$ cat src/rtl/mult_hilo_pkg.sv
// Shared encodings for the HI/LO multiplier: operation codes and FSM states.
package mult_hilo_pkg;

   typedef enum logic [1:0] {
      OP_MULT  = 2'b00,
      OP_MULTU = 2'b01,
      OP_MTHI  = 2'b10,
      OP_MTLO  = 2'b11
   } op_e;

   typedef enum logic [1:0] {
      S_IDLE = 2'b00,
      S_RUN  = 2'b01,
      S_FIN  = 2'b10
   } state_e;

endpackage

$ cat src/rtl/mult_hilo_if.sv
// Execute-stage bus between the control unit (master) and the HI/LO multiplier (slave).
interface mult_hilo_if #(parameter int WIDTH = 32);
   import mult_hilo_pkg::*;

   logic             start;
   op_e              op;
   logic [WIDTH-1:0] a;
   logic [WIDTH-1:0] b;
   logic             busy;
   logic             done;
   logic [WIDTH-1:0] hi;
   logic [WIDTH-1:0] lo;

   modport master (output start, op, a, b, input busy, done, hi, lo);
   modport slave  (input start, op, a, b, output busy, done, hi, lo);

endinterface

$ cat src/rtl/mult_core.sv
// Unsigned shift-add datapath: one partial product per step, reports the final step.
// MULT_EARLY_TERM_EN also ends the run once the remaining multiplier bits are all zero.
module mult_core #(
   parameter int WIDTH = 32
) (
   input  logic               clk,
   input  logic               rst_n,
   input  logic               load,
   input  logic               step,
   input  logic [WIDTH-1:0]   mcand_in,
   input  logic [WIDTH-1:0]   mplier_in,
   output logic [2*WIDTH-1:0] acc,
   output logic               last
);

   localparam int CW = (WIDTH > 1) ? $clog2(WIDTH) : 1;

   logic [2*WIDTH-1:0] mcand;
   logic [WIDTH-1:0]   mplier;
   logic [CW-1:0]      cnt;

   always_ff @(posedge clk or negedge rst_n) begin
      if (!rst_n) begin
         mcand  <= '0;
         mplier <= '0;
         acc    <= '0;
         cnt    <= '0;
      end else if (load) begin
         mcand  <= {{WIDTH{1'b0}}, mcand_in};
         mplier <= mplier_in;
         acc    <= '0;
         cnt    <= '0;
      end else if (step) begin
         if (mplier[0]) acc <= acc + mcand;
         mcand  <= mcand << 1;
         mplier <= mplier >> 1;
         cnt    <= cnt + 1'b1;
      end
   end

`ifdef MULT_EARLY_TERM_EN
   // Post-shift multiplier is zero when only bit 0 (or nothing) remains.
   assign last = (cnt == CW'(WIDTH-1)) || (mplier[WIDTH-1:1] == '0);
`else
   assign last = (cnt == CW'(WIDTH-1));
`endif

endmodule

$ cat src/rtl/mult_hilo.sv
// Iterative MULT/MULTU with the HI/LO register pair; MTHI/MTLO write in one cycle.
// Build with MULT_EARLY_TERM_EN to shorten runs on small multipliers.
module mult_hilo
   import mult_hilo_pkg::*;
#(
   parameter int WIDTH = 32
) (
   input  logic       clk,
   input  logic       rst_n,
   mult_hilo_if.slave bus
);

   state_e             state, state_nxt;
   logic               load, step, last, neg, is_mul, sgn;
   logic [WIDTH-1:0]   a_mag, b_mag;
   logic [2*WIDTH-1:0] acc, res;

   assign is_mul = (bus.op == OP_MULT) || (bus.op == OP_MULTU);
   assign sgn    = (bus.op == OP_MULT);
   // Magnitude of the most negative value wraps to itself, which reads correctly as unsigned.
   assign a_mag  = (sgn && bus.a[WIDTH-1]) ? -bus.a : bus.a;
   assign b_mag  = (sgn && bus.b[WIDTH-1]) ? -bus.b : bus.b;
   assign res    = neg ? -acc : acc;

   always_ff @(posedge clk or negedge rst_n) begin
      if (!rst_n) state <= S_IDLE;
      else        state <= state_nxt;
   end

   always_comb begin
      state_nxt = state;
      load      = 1'b0;
      step      = 1'b0;
      case (state)
         S_IDLE: if (bus.start && is_mul) begin
            load      = 1'b1;
            state_nxt = S_RUN;
         end
         S_RUN: begin
            step = 1'b1;
            if (last) state_nxt = S_FIN;
         end
         S_FIN:   state_nxt = S_IDLE;
         default: state_nxt = S_IDLE;
      endcase
   end

   assign bus.busy = (state == S_RUN) || (state == S_FIN);

   mult_core #(.WIDTH(WIDTH)) u_core (
      .clk       (clk),
      .rst_n     (rst_n),
      .load      (load),
      .step      (step),
      .mcand_in  (a_mag),
      .mplier_in (b_mag),
      .acc       (acc),
      .last      (last)
   );

   always_ff @(posedge clk or negedge rst_n) begin
      if (!rst_n) begin
         neg      <= 1'b0;
         bus.done <= 1'b0;
         bus.hi   <= '0;
         bus.lo   <= '0;
      end else begin
         bus.done <= (state == S_FIN);
         if (load) neg <= sgn & (bus.a[WIDTH-1] ^ bus.b[WIDTH-1]);
         if (state == S_FIN) begin
            bus.hi <= res[2*WIDTH-1:WIDTH];
            bus.lo <= res[WIDTH-1:0];
         end else if (state == S_IDLE && bus.start) begin
            if (bus.op == OP_MTHI) bus.hi <= bus.a;
            if (bus.op == OP_MTLO) bus.lo <= bus.a;
         end
      end
   end

endmodule

$ cat src/flat_wrapper.sv
// flat-port wrapper written by rule: the top's interface ports become plain ports
module mult_hilo_flat import mult_hilo_pkg::*;
#(
   parameter int WIDTH = 32
)
  (clk, rst_n, bus_start, bus_op, bus_a, bus_b, bus_busy, bus_done, bus_hi, bus_lo);
  mult_hilo_if #(.WIDTH(WIDTH)) bus_i ();
  input  logic clk;
  input  logic rst_n;
  input wire logic [$bits(bus_i.start)-1:0] bus_start;
  input wire logic [$bits(bus_i.op)-1:0] bus_op;
  input wire logic [$bits(bus_i.a)-1:0] bus_a;
  input wire logic [$bits(bus_i.b)-1:0] bus_b;
  output wire logic [$bits(bus_i.busy)-1:0] bus_busy;
  output wire logic [$bits(bus_i.done)-1:0] bus_done;
  output wire logic [$bits(bus_i.hi)-1:0] bus_hi;
  output wire logic [$bits(bus_i.lo)-1:0] bus_lo;
  assign bus_i.start = bus_start;
  assign bus_i.op = bus_op;
  assign bus_i.a = bus_a;
  assign bus_i.b = bus_b;
  assign bus_busy = bus_i.busy;
  assign bus_done = bus_i.done;
  assign bus_hi = bus_i.hi;
  assign bus_lo = bus_i.lo;
  mult_hilo #(.WIDTH(WIDTH)) u_core (.clk(clk), .rst_n(rst_n), .bus(bus_i));
endmodule
$ cat config.mk
export PLATFORM = sky130hd
export DESIGN_NAME = mult_hilo_flat
export DESIGN_NICKNAME = d
export VERILOG_FILES = /design/src/rtl/mult_hilo_pkg.sv /design/src/rtl/mult_hilo_if.sv /design/src/rtl/mult_core.sv /design/src/rtl/mult_hilo.sv /design/src/flat_wrapper.sv
export SDC_FILE = /design/constraint.sdc
export NUM_CORES = 1
export LEC_CHECK = 0
export CAP_MARGIN = 20
export CORE_ASPECT_RATIO = 1.1
export CORE_MARGIN = 5
export CORE_UTILIZATION = 60
export DETAILED_ROUTE_END_ITERATION = 8
export DONT_BUFFER_PORTS = 1
export PLACE_DENSITY = 0.86
export SLEW_MARGIN = 20
export SYNTH_ARGS = -nofsm -noshare
export SYNTH_HDL_FRONTEND = slang
export SYNTH_SLANG_ARGS = --single-unit
$ cat constraint.sdc
create_clock -name clk -period 4.65 [get_ports clk]
set_input_delay 0.93 -clock clk [delete_from_list [all_inputs] [get_ports clk]]
set_output_delay 0.93 -clock clk [all_outputs]
set_load 0.005 [all_outputs]
# Word-level counts from Yosys, hierarchy flattened
# Cells that the tools add are included.
dict set report word_totals {
  reg_bits 233
  inputBits 69
  output_inout_bits 66
  wordCells 65
}
dict set report op_classes {
  add_sub_neg 5
  n_eq_ne 8
  mux 24
  n_bitwise 2
  n_reduce_logical 17
}
# operator count
set ops {}
lappend ops {{$mux W64} 6}
lappend ops {{$mux W32} 10}
lappend ops {{$add A64 B64 Y64} 1}
lappend ops {{$neg A32 Y32} 2}
lappend ops {{$neg A64 Y64} 1}
lappend ops {{$mux W5} 2}
lappend ops {{$reduce_bool A2 Y1} 5}
lappend ops {{$reduce_and A2 Y1} 4}
lappend ops {{$eq A2 B2 Y1 const B} 3}
lappend ops {{$add A5 B1 Y5 const B} 1}
lappend ops {{$eq A5 B5 Y1 const B} 1}
lappend ops {{$eq A2 B1 Y1 const B} 2}
lappend ops {{$logic_and A1 B1 Y1} 4}
lappend ops {{$logic_not A2 Y1} 2}
lappend ops {{$mux W2} 2}
lappend ops {{$ne A2 B2 Y1 const B} 2}
lappend ops {{$pmux W2 S2} 1}
lappend ops {{$mux W1} 3}
lappend ops {{$logic_or A1 B1 Y1} 2}
lappend ops {{$and A1 B1 Y1} 1}
lappend ops {{$xor A1 B1 Y1} 1}

# Logic depth before layout (Yosys ltp)
dict set report logic_depth {
  word_depth 7
  mapped_depth 13
  ltp_nobuf 13
}

# Cells and area by module
# From an unflattened synthesis, not the netlist that was laid out.
dict set report hier_totals {
  hier_cells 1964
  hier_area_um2 16941.2
}
# module n_inst cells_each area_per_inst_um2 seq_area_each_um2
set by_module_without_submodules {}
lappend by_module_without_submodules {mult_core 1 1242 10872.9 4129.0}
lappend by_module_without_submodules {mult_hilo 1 722 6068.3 1701.6}

# Worst setup path before layout
# Ideal clock, no wire load.
dict set report synth_timing {
  path_kind {flip-flop to flip-flop}
  startpoint {register u_core.u_core.acc[1]}
  endpoint {register u_core.bus.hi[30]}
  setup_ps 133
  t_arrival_ps 3269
  required_time_ps 4517
  path_slack_ps 1248
  stages_incl_launch_ff 14
  path_buffers 0
  period_less_slack_ps 3402
  path_cell_list {dfrtp_1 inv_1 ha_1 or3b_2 or3_1 or3_1 or3_1 or2_1 o41ai_2 and2_1 nand2_1 xor2_1 nand2_1 o21ai_0}
}
dict set report synth_via {
  elab_chain_cells 3
}
# item line_no
set synth_rtl {}
lappend synth_rtl {{from (decl)} mult_core.sv:12} ;# output logic [2*WIDTH-1:0] acc,
lappend synth_rtl {{from (signal assigned)} mult_core.sv:34} ;# if (mplier[0]) acc <= acc + mcand;
lappend synth_rtl {{$neg A64 Y64} mult_hilo.sv:23} ;# assign res = neg ? -acc : acc;
lappend synth_rtl {{$mux W64} mult_hilo.sv:23}
lappend synth_rtl {{$mux W32} mult_hilo.sv:70} ;# if (state == S_FIN) begin
lappend synth_rtl {{to (signal assigned)} mult_hilo.sv:71} ;# bus.hi <= res[2*WIDTH-1:WIDTH];
lappend synth_rtl {{to (signal assigned)} mult_hilo.sv:74} ;# if (bus.op == OP_MTHI) bus.hi <= bus.a;
lappend synth_rtl {{to (decl)} mult_hilo_if.sv:15} ;# modport slave (input start, op, a, b, output busy, done, hi, lo);
# Every way passes these cells.
# A chain may end at the register's enable or synchronous reset.

# Worst setup path in the final report
dict set report layout_timing {
  startpoint {register u_core.u_core.acc[1]}
  endpoint {register u_core.bus.hi[26]}
}
# Same word-level chain as after synthesis.

==> flow_metrics.env <==
export IMPL_status="finished, final reports clean"
export IMPL_p_sw_mw=5.08
export IMPL_syn_inst=1890
export IMPL_ys_ff_latch=233
export IMPL_setup_viol=0
export IMPL_grt_remaining_overflow=0
export IMPL_grt_pass1_wl_mm=73.8
export IMPL_synth_flop_cell="dfrtp_1"
export IMPL_fillers=2168
export IMPL_antenna_found_initial=0
export IMPL_final_cells=2202
export IMPL_postCtsResizedCells=0
export IMPL_criticalPathCategory="reg -> reg"
export IMPL_globalplace_congestion=1.01
export IMPL_num_antenna_cells=0
export IMPL_clkPwrFrac_pct=18.2
export IMPL_yosysWarnings=0
export IMPL_initial_core_util_pct=60.3
export IMPL_fmax_mhz=241
export IMPL_cap_violations=0
export IMPL_postCtsSetupRepairBufs=0
export IMPL_die_area_sq_mm=0.0303
export IMPL_tns_ps=0
export IMPL_vias=14200
export IMPL_final_hold_viol_count=0
export IMPL_postCtsHoldBufs=0
export IMPL_cts_num_sinks=233
export IMPL_cp_arrival_ps=4550
export IMPL_async_flop_share_pct=100
export IMPL_p_seq_share_pct=34.6
export IMPL_drc_errors=0
export IMPL_min_period_ps=4150
export IMPL_viasPerCell=6.47
export IMPL_cts_buffers=26
export IMPL_syn_nets=2032
export IMPL_synth_edf_count=0
export IMPL_finalInstanceArea_sq_mm=0.0172
export IMPL_wirelength_mm=45.7
export IMPL_drive_above_1_share_pct=4.66
export IMPL_finClkSkew_ps=27.6
export IMPL_clockRootBuffer="clkbuf_16"
export IMPL_combinationalPowerShare_pct=47.2
export IMPL_dp_cells=2157
export IMPL_routedWlPerCell_um=20.8
export IMPL_crit_path_max_fanout=7
export IMPL_nets=1970
export IMPL_clock_path_buffers=3
export IMPL_dr_pass1_iters=5
export IMPL_clk_latency_ps=560
export IMPL_power_leakage_nw=7.68
export IMPL_peakVddDrop_mv=0.348
export IMPL_drtIter0Drc=1393
export IMPL_swShare_pct=44.6
export IMPL_dp_hpwl_mm=32.5
export IMPL_h_tree_depth=1
export IMPL_slew_headroom_pct=23.9
export IMPL_grt_max_degree=234
export IMPL_grt_pass1_vias=14200
export IMPL_final_util_pct=64.2
export IMPL_yosys_cell_types_count=66
export IMPL_worstPathRequired_ps=5050
export IMPL_cts_tree="built"
export IMPL_num_io_pins=135
export IMPL_syn2layout_area_growth_pct=6.47
export IMPL_cp_start_kind="flop"
export IMPL_worstMarginPinSlew_ps=1140
export IMPL_globalRouteTotalUtil_pct=29.5
export IMPL_synthesis_area_sq_mm=0.0161
export IMPL_hold_class="in -> async"
export IMPL_slew_violations=0
export IMPL_path_clk_slew_ps=60
export IMPL_syn_area_per_cell_sq_um=8.53
export IMPL_num_rows=63
export IMPL_synth_seq_area_share_pct=36.2
export IMPL_powerDensity_mw_per_mm2=664
export IMPL_period_share_pct=89.2
export IMPL_grt_setup_unrepaired="no"
export IMPL_placed_area_sq_mm=0.0163
export IMPL_io_buffers=0
export IMPL_die_y_um=182
export IMPL_fp_dieW_um=166
export IMPL_core_area_sq_mm=0.0267
export IMPL_antenna_left=0
export IMPL_power_internal_mw=6.31
export IMPL_end_kind="flop"
[synth_stat cells, drive strengths merged (19+ instances only)]
cell,count,area [sq um]
a21oi,148,741
mux2i,147,1470
o21ai,199,1000
xor2,47,412
nand3,31,155
or3,29,191
o31ai,37,278
dfrtp,233,5830
clkbuf,75,282
nand2,310,1160
nor2,122,465
a21o,35,263
nor3,26,130
nand4,19,125
xnor2,133,1160
ha,72,901
buf,28,114
inv,29,109
[flip-flops by register name (all words and copies together), names as in the netlist]
signal and flops:
u_core.bus.done 1, u_core.u_core.mplier 32, u_core.bus.hi 32, u_core.state 2
u_core.neg 1, u_core.u_core.acc 64, u_core.u_core.cnt 5, u_core.bus.lo 32
u_core.u_core.mcand 64
[worst max-delay path: stages, from the launching register on]
cell,delay [ps]
dfrtp_1,460
inv_1,90
ha_1,140
or3b_2,500
or3_1,520
or3_1,470
or3_1,480
or2_1,280
o21ai_0,460
a21oi_1,130
o21ai_0,310
o21ai_0,150
[path summary, 6_finish.rpt]
| kind | startpoint | slack [ps] | cells past startpoint | to |
|---|---|---|---|---|
| worst max-delay path | u_core.u_core.acc[1]$_DFFE_PN0P_ | 500 | 11 | u_core.bus.hi[26]$_DFFE_PN0P_ |
| worst min register to register | u_core.u_core.cnt[4]$_DFFE_PN0P_ | 540 | 2 | u_core.u_core.cnt[4]$_DFFE_PN0P_ |
| worst max register to register | u_core.u_core.acc[1]$_DFFE_PN0P_ | 500 | 11 | u_core.bus.hi[26]$_DFFE_PN0P_ |
| worst min-delay path | rst_n | 70 | 0 | u_core.u_core.mcand[8]$_DFFE_PN0P_ |
| min in group clk | bus_b[0] | 500 | 2 | u_core.u_core.mplier[0]$_DFFE_PN0P_ |
| max in group asynchronous | rst_n | 4260 | 0 | u_core.u_core.acc[63]$_DFFE_PN0P_ |
[cells by family after synthesis]
| logic type | after synthesis | share of synthesized area, % |
|---|---|---|
| multiplexers | 154 | 9.61 |
| adder cells (fa/ha/maj) | 73 | 5.71 |
| AO/OA/AOI/OAI | 501 | 18.4 |
| flip-flops | 233 | 36.2 |
| buffers and inverters | 132 | 3.13 |
| AND/OR/NAND/NOR | 617 | 17.2 |
| XOR/XNOR | 180 | 9.78 |
[layout make-up]
| class | count | area (sq um) | share of cell area, % |
|---|---|---|---|
| Timing Repair Buffer | 13 | 110 | 0.641 |
| Sequential cell | 233 | 5830 | 34.0 |
| Multi-Input combinational cell | 1525 | 9830 | 57.2 |
| Inverter | 29 | 109 | 0.634 |
| Tap cell | 357 | 447 | 2.60 |
| Clock buffer | 36 | 728 | 4.24 |
| Clock inverter | 9 | 114 | 0.663 |
[power groups by stage]
stage               logic, mW  registers, mW  clock network (mW)
floorplan                4.26           3.52                   0
global placement         5.14           3.89                   0
detailed placement       5.28           3.94                   0
CTS                      5.32           3.91                2.09
global route             5.95           4.04                2.18
finish                   5.38           3.94                2.07
[layer usage]
metal | up-vias | wire [um] | global-route usage, %
met5 | - | 0 | 0
met2 | 578 | 22700 | 51.5
met1 | 6926 | 17500 | 35.5
met3 | 176 | 2810 | 4.05
met4 | 0 | 2730 | 15.7
li1 | 6561 | - | -
[placed cells by master (no fill, tap or decap), types with 27 or more instances in the layout]
cell type,count
a21o_1,35
a21oi_1,148
dfrtp_1,232
ha_1,70
inv_1,29
mux2i_1,147
nand2_1,309
nand3_1,31
nor2_1,120
o21ai_0,194
o31ai_1,37
or3_1,27
xnor2_1,133
xor2_1,47
[per-stage QoR]
step / hold WS [ps] / setup WS, ps / power [mW]
after floorplan: 493 / 1250 / 7.77
after global placement: 511 / 706 / 9.04
after detailed placement: 536 / 608 / 9.21
after CTS: 61.8 / 570 / 11.3
after global routing: 51.1 / 321 / 12.2
final: 70.0 / 504 / 11.4
Power figures use the tool's default switching activity.
